## config.mk

```make
export PLATFORM = sky130hd
export DESIGN_NAME = eth_frame_monitor
export DESIGN_NICKNAME = d
export VERILOG_FILES = /design/src/rtl/eth_pkg.sv /design/src/rtl/eth_sat_counter.sv /design/src/rtl/eth_frame_monitor.sv
export SDC_FILE = /design/constraint.sdc
export NUM_CORES = 1
export LEC_CHECK = 0
export ABC_AREA = 0
export BUFFER_PORTS_ARGS = -buffer_cell sky130_fd_sc_hd__clkbuf_2
export CAP_MARGIN = 40
export CELL_PAD_IN_SITES_DETAIL_PLACEMENT = 2
export CELL_PAD_IN_SITES_GLOBAL_PLACEMENT = 2
export CORE_ASPECT_RATIO = 0.9
export CORE_MARGIN = 5
export CORE_UTILIZATION = 38
export CTS_BUF_LIST = sky130_fd_sc_hd__clkbuf_16
export DETAILED_ROUTE_END_ITERATION = 10
export PLACE_DENSITY = 0.95
export SETUP_SLACK_MARGIN = 0.2
export SLEW_MARGIN = 30
export SYNTH_ARGS = -nofsm -noshare
export SYNTH_HDL_FRONTEND = slang
export SYNTH_HIERARCHICAL = 1
export SYNTH_SLANG_ARGS = --single-unit
export TNS_END_PERCENT = 1
```

## constraint.sdc

```tcl
create_clock -name clk -period 7.6 [get_ports clk]
set_input_delay 0.38 -clock clk [delete_from_list [all_inputs] [get_ports clk]]
set_output_delay 0.38 -clock clk [all_outputs]
set_load 0.01 [all_outputs]
```

## src/rtl/eth_pkg.sv

```systemverilog
// Shared types and field positions for the Ethernet egress frame monitor.
package eth_pkg;

  localparam int WORD_W = 64;
  localparam int DA_HI  = 63;
  localparam int DA_LO  = 16;
  localparam int IG_BIT = 40;

  localparam logic [47:0] ETH_BCAST = 48'hFFFF_FFFF_FFFF;

  // Slot of each statistics counter in the counter bank
  localparam int ST_GOOD  = 0;
  localparam int ST_BAD   = 1;
  localparam int ST_BCAST = 2;
  localparam int ST_MCAST = 3;
  localparam int ST_UCAST = 4;
  localparam int ST_STRAY = 5;
  localparam int ST_NUM   = 6;

  typedef enum logic {
    IDLE,
    IN_FRAME
  } mon_state_t;

  typedef enum logic [2:0] {
    ERR_NONE  = 3'd0,
    ERR_RUNT  = 3'd1,
    ERR_GIANT = 3'd2,
    ERR_SOP   = 3'd3,
    ERR_GAP   = 3'd4
  } err_code_t;

  typedef struct packed {
    logic        vld;
    err_code_t   code;
    logic [47:0] da;
  } frame_end_t;

endpackage

```

## src/rtl/eth_sat_counter.sv

```systemverilog
// Saturating up-counter with synchronous clear; clear wins over increment.
module eth_sat_counter #(
  parameter int W = 16
) (
  input  logic         clk,
  input  logic         resetN,
  input  logic         inc,
  input  logic         clr,
  output logic [W-1:0] count
);

  always_ff @(posedge clk or negedge resetN) begin
    if (!resetN) begin
      count <= '0;
    end else if (clr) begin
      count <= '0;
    end else if (inc && (count != '1)) begin
      count <= count + W'(1);
    end
  end

endmodule

```

## src/rtl/eth_frame_monitor.sv

```systemverilog
// Checks egress frame structure, length and DA class; forwards the word stream
// one cycle late and reports one frame end per cycle with saturating statistics.
module eth_frame_monitor
  import eth_pkg::*;
#(
  parameter int MIN_WORDS = 8,
  parameter int MAX_WORDS = 190,
  parameter int GAP_MAX   = 4,
  parameter int COUNT_W   = 16
) (
  input  logic               clk,
  input  logic               resetN,
  input  logic [WORD_W-1:0]  inData,
  input  logic               inSop,
  input  logic               inEop,
  input  logic               inVld,
  input  logic [47:0]        cfgMacAddr,
  input  logic               statClr,
  output logic [WORD_W-1:0]  outData,
  output logic               outSop,
  output logic               outEop,
  output logic               outVld,
  output logic               outFrameOk,
  output logic               outFrameErr,
  output logic [2:0]         outErrCode,
  output logic               outDaMatch,
  output logic [COUNT_W-1:0] statGood,
  output logic [COUNT_W-1:0] statBad,
  output logic [COUNT_W-1:0] statBcast,
  output logic [COUNT_W-1:0] statMcast,
  output logic [COUNT_W-1:0] statUcast,
  output logic [COUNT_W-1:0] statStray
);

  localparam int CNT_W = $clog2(MAX_WORDS + 2);
  localparam int GAP_W = $clog2(GAP_MAX + 1);
  localparam logic [CNT_W-1:0] CNT_SAT = CNT_W'(MAX_WORDS + 1);

  mon_state_t       state, state_next;
  logic [CNT_W-1:0] word_cnt, word_cnt_next, word_cnt_inc;
  logic [GAP_W-1:0] gap_cnt, gap_cnt_next;
  logic [47:0]      da, da_next, in_da;
  frame_end_t       pend, pend_next, cur_end, second_end, fire;
  logic             stray;
  logic             fire_bcast;
  logic [ST_NUM-1:0] cnt_inc;
  logic [COUNT_W-1:0] cnt_val [ST_NUM];

  function automatic err_code_t len_code(input logic [CNT_W-1:0] n);
    if (n < CNT_W'(MIN_WORDS)) return ERR_RUNT;
    if (n > CNT_W'(MAX_WORDS)) return ERR_GIANT;
    return ERR_NONE;
  endfunction

  always_comb begin
    state_next    = state;
    word_cnt_next = word_cnt;
    gap_cnt_next  = gap_cnt;
    da_next       = da;
    cur_end       = '0;
    second_end    = '0;
    stray         = 1'b0;
    in_da         = inData[DA_HI:DA_LO];
    word_cnt_inc  = (word_cnt >= CNT_SAT) ? CNT_SAT : word_cnt + CNT_W'(1);

    case (state)
      IDLE: begin
        if (inVld) begin
          if (inSop) begin
            da_next       = in_da;
            word_cnt_next = CNT_W'(1);
            gap_cnt_next  = '0;
            if (inEop) cur_end = '{1'b1, len_code(CNT_W'(1)), in_da};
            else       state_next = IN_FRAME;
          end else begin
            stray = 1'b1;
          end
        end
      end
      IN_FRAME: begin
        if (inVld) begin
          gap_cnt_next = '0;
          if (inSop) begin
            // The interrupting SOP both closes the old frame and opens a new one
            cur_end       = '{1'b1, ERR_SOP, da};
            da_next       = in_da;
            word_cnt_next = CNT_W'(1);
            if (inEop) begin
              second_end = '{1'b1, len_code(CNT_W'(1)), in_da};
              state_next = IDLE;
            end
          end else begin
            word_cnt_next = word_cnt_inc;
            if (inEop) begin
              cur_end    = '{1'b1, len_code(word_cnt_inc), da};
              state_next = IDLE;
            end
          end
        end else if (gap_cnt == GAP_W'(GAP_MAX - 1)) begin
          cur_end      = '{1'b1, ERR_GAP, da};
          gap_cnt_next = '0;
          state_next   = IDLE;
        end else begin
          gap_cnt_next = gap_cnt + GAP_W'(1);
        end
      end
      default: state_next = IDLE;
    endcase

    // At most one frame end is reported per cycle; a held-over end goes first.
    if (pend.vld) begin
      fire      = pend;
      pend_next = cur_end;
    end else begin
      fire      = cur_end;
      pend_next = second_end;
    end

    fire_bcast          = (fire.da == ETH_BCAST);
    cnt_inc[ST_GOOD]    = fire.vld && (fire.code == ERR_NONE);
    cnt_inc[ST_BAD]     = fire.vld && (fire.code != ERR_NONE);
    cnt_inc[ST_BCAST]   = fire.vld && fire_bcast;
    cnt_inc[ST_MCAST]   = fire.vld && !fire_bcast && fire.da[IG_BIT];
    cnt_inc[ST_UCAST]   = fire.vld && !fire_bcast && !fire.da[IG_BIT];
    cnt_inc[ST_STRAY]   = stray;
  end

  always_ff @(posedge clk or negedge resetN) begin
    if (!resetN) begin
      state       <= IDLE;
      word_cnt    <= '0;
      gap_cnt     <= '0;
      da          <= '0;
      pend        <= '0;
      outData     <= '0;
      outSop      <= 1'b0;
      outEop      <= 1'b0;
      outVld      <= 1'b0;
      outFrameOk  <= 1'b0;
      outFrameErr <= 1'b0;
      outErrCode  <= '0;
      outDaMatch  <= 1'b0;
    end else begin
      state       <= state_next;
      word_cnt    <= word_cnt_next;
      gap_cnt     <= gap_cnt_next;
      da          <= da_next;
      pend        <= pend_next;
      if (inVld) outData <= inData;
      outSop      <= inVld && inSop;
      outEop      <= inVld && inEop && !stray;
      outVld      <= inVld && !stray;
      outFrameOk  <= fire.vld && (fire.code == ERR_NONE);
      outFrameErr <= fire.vld && (fire.code != ERR_NONE);
      if (fire.vld) begin
        outErrCode <= fire.code;
        outDaMatch <= fire_bcast || (fire.da == cfgMacAddr);
      end
    end
  end

  for (genvar gi = 0; gi < ST_NUM; gi++) begin : g_stat
    eth_sat_counter #(.W(COUNT_W)) u_cnt (
      .clk    (clk),
      .resetN (resetN),
      .inc    (cnt_inc[gi]),
      .clr    (statClr),
      .count  (cnt_val[gi])
    );
  end

  assign statGood  = cnt_val[ST_GOOD];
  assign statBad   = cnt_val[ST_BAD];
  assign statBcast = cnt_val[ST_BCAST];
  assign statMcast = cnt_val[ST_MCAST];
  assign statUcast = cnt_val[ST_UCAST];
  assign statStray = cnt_val[ST_STRAY];

endmodule

```

==> After elaboration in Yosys (flattened, before gate mapping) <==
Cells that the tools add are included.
{ "op_classes": {"eq_ne": 12, "bitwise_logic": 1, "n_mux": 60, "order_cmp": 3, "reduce_logical": 31, "n_addsub": 8} }
{ "ops": {"columns": ["op", "n"], "rows": [
  ["$mux W52", 10],
  ["$mux W16", 12],
  ["$pmux W52 S2", 1],
  ["$add A16 B1 Y16 const B", 6],
  ["$mux W48", 2],
  ["$ne A16 B16 Y1 const B", 6],
  ["$eq A48 B48 Y1", 1],
  ["$eq A48 B48 Y1 const B", 1],
  ["$mux W8", 5],
  ["$mux W3", 8],
  ["$mux W1", 19],
  ["$logic_and A1 B1 Y1", 16],
  ["$pmux W8 S2", 1],
  ["$reduce_bool A2 Y1", 6],
  ["$add A8 B1 Y8 const B", 1],
  ["$ge A8 B8 Y1 const B", 1],
  ["$gt A8 B8 Y1 const B", 1],
  ["$lt A8 B4 Y1 const B", 1],
  ["$ne A2 B2 Y1 const B", 3],
  ["$pmux W3 S2", 1],
  ["$reduce_and A2 Y1", 2],
  ["$add A3 B1 Y3 const B", 1],
  ["$eq A3 B2 Y1 const B", 1],
  ["$logic_not A1 Y1", 3],
  ["other kinds (6)", 6]
]} }
{ "word_totals": {"out_inout_bits": 169, "input_bits": 118, "register_bits": 281} }

==> Depth between registers and ports, before layout <==
{ "logic_depth": {"depth_word": 27, "mapped_depth": 17, "depth_no_buf": 12} }

==> By module <==
The synthesis kept the hierarchy.
{ "by_module_without_submodules": {"columns": ["module", "seq_area_each_um2", "cells_each", "n_inst", "area_per_inst_um2"], "rows": [
  ["eth_frame_monitor", 4629.4, 919, 1, 9650.5],
  ["eth_sat_counter at g_stat[0].u_cnt ...", 400.4, 98, 5, 942.2],
  ["eth_sat_counter at g_stat[5].u_cnt", 400.4, 96, 1, 900.9]
]} }

==> Worst setup path before layout <==
No wires, ideal clock.
{ "synth_timing": {"path_kind": "register to register", "startpoint": "reg gap_cnt[0]", "endpoint": "reg g_stat[2].u_cnt.count[3]", "path_buffers": 2, "required_time_ps": 7522, "period_less_slack_ps": 3499, "setup_time_ps": 78, "arrival_time_ps": 3421, "stages_incl_launch_ff": 14, "path_slack_ps": 4101, "cell_sequence": "dfrtp_1 -> ha_1 -> nor2b_1 -> o211a_4 -> buf_6 -> a22oi_1 -> or4_1 -> nor4_2 -> a31oi_1 -> nor3_2 -> inv_1 -> clkbuf_1 -> or4_2 -> a21oi_1"} }
{ "synth_via": {"elab_chain_len": 9} }
{ "synth_lines": {"columns": ["element", "line", "source"], "rows": [
  ["from (decl)", "eth_frame_monitor.sv:41", "logic [GAP_W-1:0] gap_cnt, gap_cnt_next;"],
  ["from (signal assigned)", "eth_frame_monitor.sv:146", "gap_cnt <= gap_cnt_next;"],
  ["$eq A3 B2 Y1 *", "eth_frame_monitor.sv:99", "end else if (gap_cnt == GAP_W'(GAP_MAX - 1)) begin"],
  ["$mux W52 *", "eth_frame_monitor.sv:99", null],
  ["$mux W52 *", "eth_frame_monitor.sv:81", "if (inVld) begin"],
  ["$pmux W52 S2 *", "eth_frame_monitor.sv:66", "case (state)"],
  ["$mux W52 *", "eth_frame_monitor.sv:111", "if (pend.vld) begin"],
  ["$eq A48 B48 Y1", "eth_frame_monitor.sv:119", "fire_bcast = (fire.da == ETH_BCAST);"],
  ["$logic_and A1 B1 Y1 *", "eth_frame_monitor.sv:122", "cnt_inc[ST_BCAST] = fire.vld && fire_bcast;"],
  ["net cnt_inc[2]", "eth_frame_monitor.sv:46", "logic [ST_NUM-1:0] cnt_inc;"],
  ["$logic_and A1 B1 Y1 *", "eth_sat_counter.sv:17", "end else if (inc && (count != '1)) begin"],
  ["$reduce_bool A2 Y1 (no line) *", null, null],
  ["to (signal assigned)", "eth_sat_counter.sv:18", "count <= count + W'(1);"],
  ["to (decl)", "eth_sat_counter.sv:9", "output logic [W-1:0] count"]
]} }
Mark *: on every way through the listed nets, which the timed path passes. The rest lies on a longest branch.
A chain may end at the register's enable or synchronous reset.

==> Final worst setup path <==
{ "layout_timing": {"startpoint": "reg state", "endpoint": "reg g_stat[2].u_cnt.count[3]"} }
{ "layout_via": {"elab_chain_len": 7} }
{ "layout_lines": {"columns": ["element", "line", "source"], "rows": [
  ["from (decl)", "eth_frame_monitor.sv:39", "mon_state_t state, state_next;"],
  ["from (signal assigned)", "eth_frame_monitor.sv:144", "state <= state_next;"],
  ["$not A1 Y1", null, null],
  ["$pmux W52 S2 *", "eth_frame_monitor.sv:66", null],
  ["$mux W52 *", "eth_frame_monitor.sv:111", null],
  ["$eq A48 B48 Y1", "eth_frame_monitor.sv:119", null],
  ["$logic_and A1 B1 Y1 *", "eth_frame_monitor.sv:122", null],
  ["net cnt_inc[2]", "eth_frame_monitor.sv:46", null],
  ["$logic_and A1 B1 Y1 *", "eth_sat_counter.sv:17", null],
  ["$reduce_bool A2 Y1 (no line) *", null, null]
]} }
Marked as above.

==> results.json <==
{
  "run_status": "finished, final reports clean",
  "power_frac_comb": 0.142,
  "route.detailed.drc": 0,
  "htreeDepth": 2,
  "fp.dieW_um": 221,
  "synth_cells": 1505,
  "ys_warn_count": 6,
  "worstSkewPairLatency_ps": 540,
  "crit_slowest_cell": "and4b_2",
  "drt_iter0_markers": 1224,
  "crit_type": "reg2reg",
  "synth_edf_count": 0,
  "synth_ff_type": "dfrtp_1",
  "netlist.area_leader.share": 0.461,
  "io_buffer_count": 286,
  "maxCapViolCount": 0,
  "critical_path_depth": 9,
  "root_buffer": "clkbuf_16",
  "fillCellCount": 4148,
  "setup_violations": 0,
  "post-place-ws_ps": 2210,
  "finalWeightedCongestion": 0.989,
  "final_nets": 1895,
  "r2r-start": "state$_DFF_PN0_",
  "cts_tree": "yes",
  "finalHoldViolCount": 0,
  "mappedNetlistArea_sq_um": 15300,
  "area_delta_synth_final_pct": 20.0,
  "grt_overflow_total": 0,
  "powerDensity_nw_per_um2": 212,
  "place_hpwl_um": 48300,
  "ios": 287,
  "p_sw_frac": 0.296,
  "skew_ps": 23.9,
  "critPathBufInv": 1,
  "timing.final.ws_setup_ps": 2430,
  "wl_per_cell_um": 29.1,
  "drive_above_1_share": 0.285,
  "track_usage": 0.289,
  "die_area_sq_um": 44300,
  "ys_types": 81,
  "clk_pin_slew_ps": 60,
  "via_count": 14700,
  "internal_power_mw": 2.73,
  "cp_max_fo": 36,
  "sequentialPowerShare": 0.438,
  "synth_top_area_cell": "dfrtp_1",
  "avgSynthCellArea_sq_um": 10.1,
  "die_h_um": 200,
  "period_needed_ps": 5170,
  "grt_pass1_vias": 15800,
  "p_clk_frac": 0.420,
  "clk_path_buf_depth": 3,
  "power_switching_mw": 1.15,
  "antenna_found_initial": 3,
  "crit_path_start": "state$_DFF_PN0_",
  "placementRows": 69,
  "reg2reg_depth": 9,
  "max_stage_delay_ps": 950,
  "final_max_slew_viol_count": 0,
  "reg2reg_slack_ps": 2430,
  "first_pass_iters": 5,
  "relSlewSlack": 0.376,
  "yosysSeqAreaShare": 0.461,
  "routed_wl_um": 67700,
  "layout_common_cells": "clkbuf_2 (284), dfrtp_1 (281), nand2_1 (119), mux2_2 (103), a21oi_1 (102)",
  "start_util": 0.385,
  "crit_arrival_ps": 5600,
  "worst_slew_pin_slew_ps": 937,
  "cts.sinks": 281,
  "fmax_mhz": 193,
  "cts-buffers-inserted": 35,
  "netlist_top_cells_area": "dfrtp_1 (46%), mux2_2 (7.6%), a21oi_1 (3.3%)",
  "worst_ir_drop_vdd_uv": 152,
  "grt_start_max_net_pins": 165,
  "core_sq_um": 39600,
  "layout_commonest_cell": "clkbuf_2",
  "ant_nets": 0,
  "rsz0062_at_grt": "false",
  "cp_top_family": "simple AND/OR/NAND/NOR gates",
  "period_share": 0.680,
  "finalSetupTns_ps": 0,
  "worst_setup_path_end_kind": "register",
  "leakagePower_nw": 8.23,
  "worst_r2r_endpoint": "g_stat[2].u_cnt/count[3]$_DFFE_PN0P_",
  "syn_nets": 1631,
  "startpoint_type": "register",
  "path_cells": "and4b_2 > a22oi_1 > or4_1 > nor4_1 > a31oi_1 > nor3_2 > inv_1 > or4_2 > a21oi_1",
  "grt_pass1_wl_um": 101000,
  "postSynth.asyncResetShare": 1.00,
  "ys_ff_latch": 281,
  "routed_via_density": 6.32,
  "cp_data_required_time_ps": 8030,
  "crit_end": "g_stat[2].u_cnt/count[3]$_DFFE_PN0P_",
  "hp-class": "in2reg"
}
## layer usage
| metal | part of all wire | global-route usage | up-vias |
|---|---|---|---|
| met5 | 0.00031 | 0 | - |
| met4 | 0.048 | 0.120 | 4 |
| met3 | 0.082 | 0.0704 | 194 |
| met2 | 0.47 | 0.472 | 711 |
| met1 | 0.40 | 0.368 | 7541 |
| li1 | - | - | 6239 |
## registers in the layout (all words and copies together) (netlist names)
name,flops
state,1
outFrameErr,1
g_stat.u_cnt/count,96
outErrCode,3
outSop,1
pend,52
outData,64
outFrameOk,1
outDaMatch,1
gap_cnt,3
da,48
word_cnt,8
outEop,1
outVld,1
## stage by stage
stage | power (mW) | util | hold WS, ps | area, sq um | cells
5_1_grt | 4.02 | 0.462 | 68.2 | 18300 | 2324
6_report | 3.88 | 0.462 | 89.0 | 18300 | 2325
4_1_cts | 3.89 | 0.459 | 67.6 | 18200 | 2315
3_5_place_dp | 2.25 | 0.431 | 495 | 17100 | 2254
2_1_floorplan | 1.96 | - | 84.4 | 15300 | 1505
3_3_place_gp | 2.22 | 0.431 | 470 | 17100 | 2254
## layout make-up
| class | count | area (sq um) | area share |
|---|---|---|---|
| tap | 532 | 666 | 0.0363 |
| sequential | 281 | 7030 | 0.384 |
| multi-input combinational | 1076 | 7610 | 0.415 |
| inverter | 71 | 267 | 0.0146 |
| antenna | 1 | 2.50 | 0.000137 |
| clock inverter | 25 | 198 | 0.0108 |
| timing repair buffer | 304 | 1670 | 0.0909 |
| clock buffer | 35 | 876 | 0.0478 |
## power groups by stage
stage                     logic (mW)  clock network [mW]  registers, mW
after floorplan                0.262                   0           1.69
after global placement         0.509                   0           1.71
after detailed placement       0.532                   0           1.72
after CTS                      0.539                1.65           1.69
after global routing           0.586                1.73           1.71
final                          0.550                1.63           1.70
## how the worst min path moves through the flow
| stage | from | to | slack, ps | cells after the start |
|---|---|---|---|---|
| CTS | inData[4] | outData[4]$_DFFE_PN0P_ | 70 | 2 |
| finish | inData[15] | outData[15]$_DFFE_PN0P_ | 90 | 2 |
| global route | inData[15] | outData[15]$_DFFE_PN0P_ | 70 | 2 |
| global placement | pend[48]$_DFF_PN0_ | outErrCode[0]$_DFFE_PN0P_ | 470 | 2 |
| floorplan | resetN | da[0]$_DFFE_PN0P_ | 80 | 0 |
| detailed placement | outData[27]$_DFFE_PN0P_ | outData[27]$_DFFE_PN0P_ | 500 | 1 |
## cell families after synthesis
kind of cell,count (synthesis),share of synthesized area
AND/OR/NAND/NOR,501,0.191
XOR/XNOR,52,0.0298
buffers and inverters,148,0.0412
multiplexers,125,0.0921
flip-flops,281,0.461
AO/OA/AOI/OAI,390,0.178
adder cells (fa/ha/maj),8,0.00656
## synth_stat cells, types with 8 or more instances
cell type  count
o22ai_1        9
a22oi_1       25
or3_1         13
nand2_1      120
o21ai_1       16
a21oi_1      102
nor2b_1       43
ha_1           8
a22o_1        48
o21ai_0       43
and4_2        10
o31ai_1       41
inv_1         70
dfrtp_1      281
or4_1         34
nor2_1        48
mux2_2       103
mux2_1        20
or4_2         10
nor3_1        14
nand4_1       62
xor2_1        25
xnor2_1       27
nand3_1       46
and3_1        18
a31oi_1       13
a221oi_1      10
clkbuf_1      47
buf_2         14
nor4_1        41
a21o_1        18
## repair_timing
action / in CTS / in global routing
hold buffers: 1 / 0
hold endpoints to repair: 25 / 0
buffers inserted: 0 / 0
resized for setup: 0 / 0
Power figures use the tool's default switching activity.
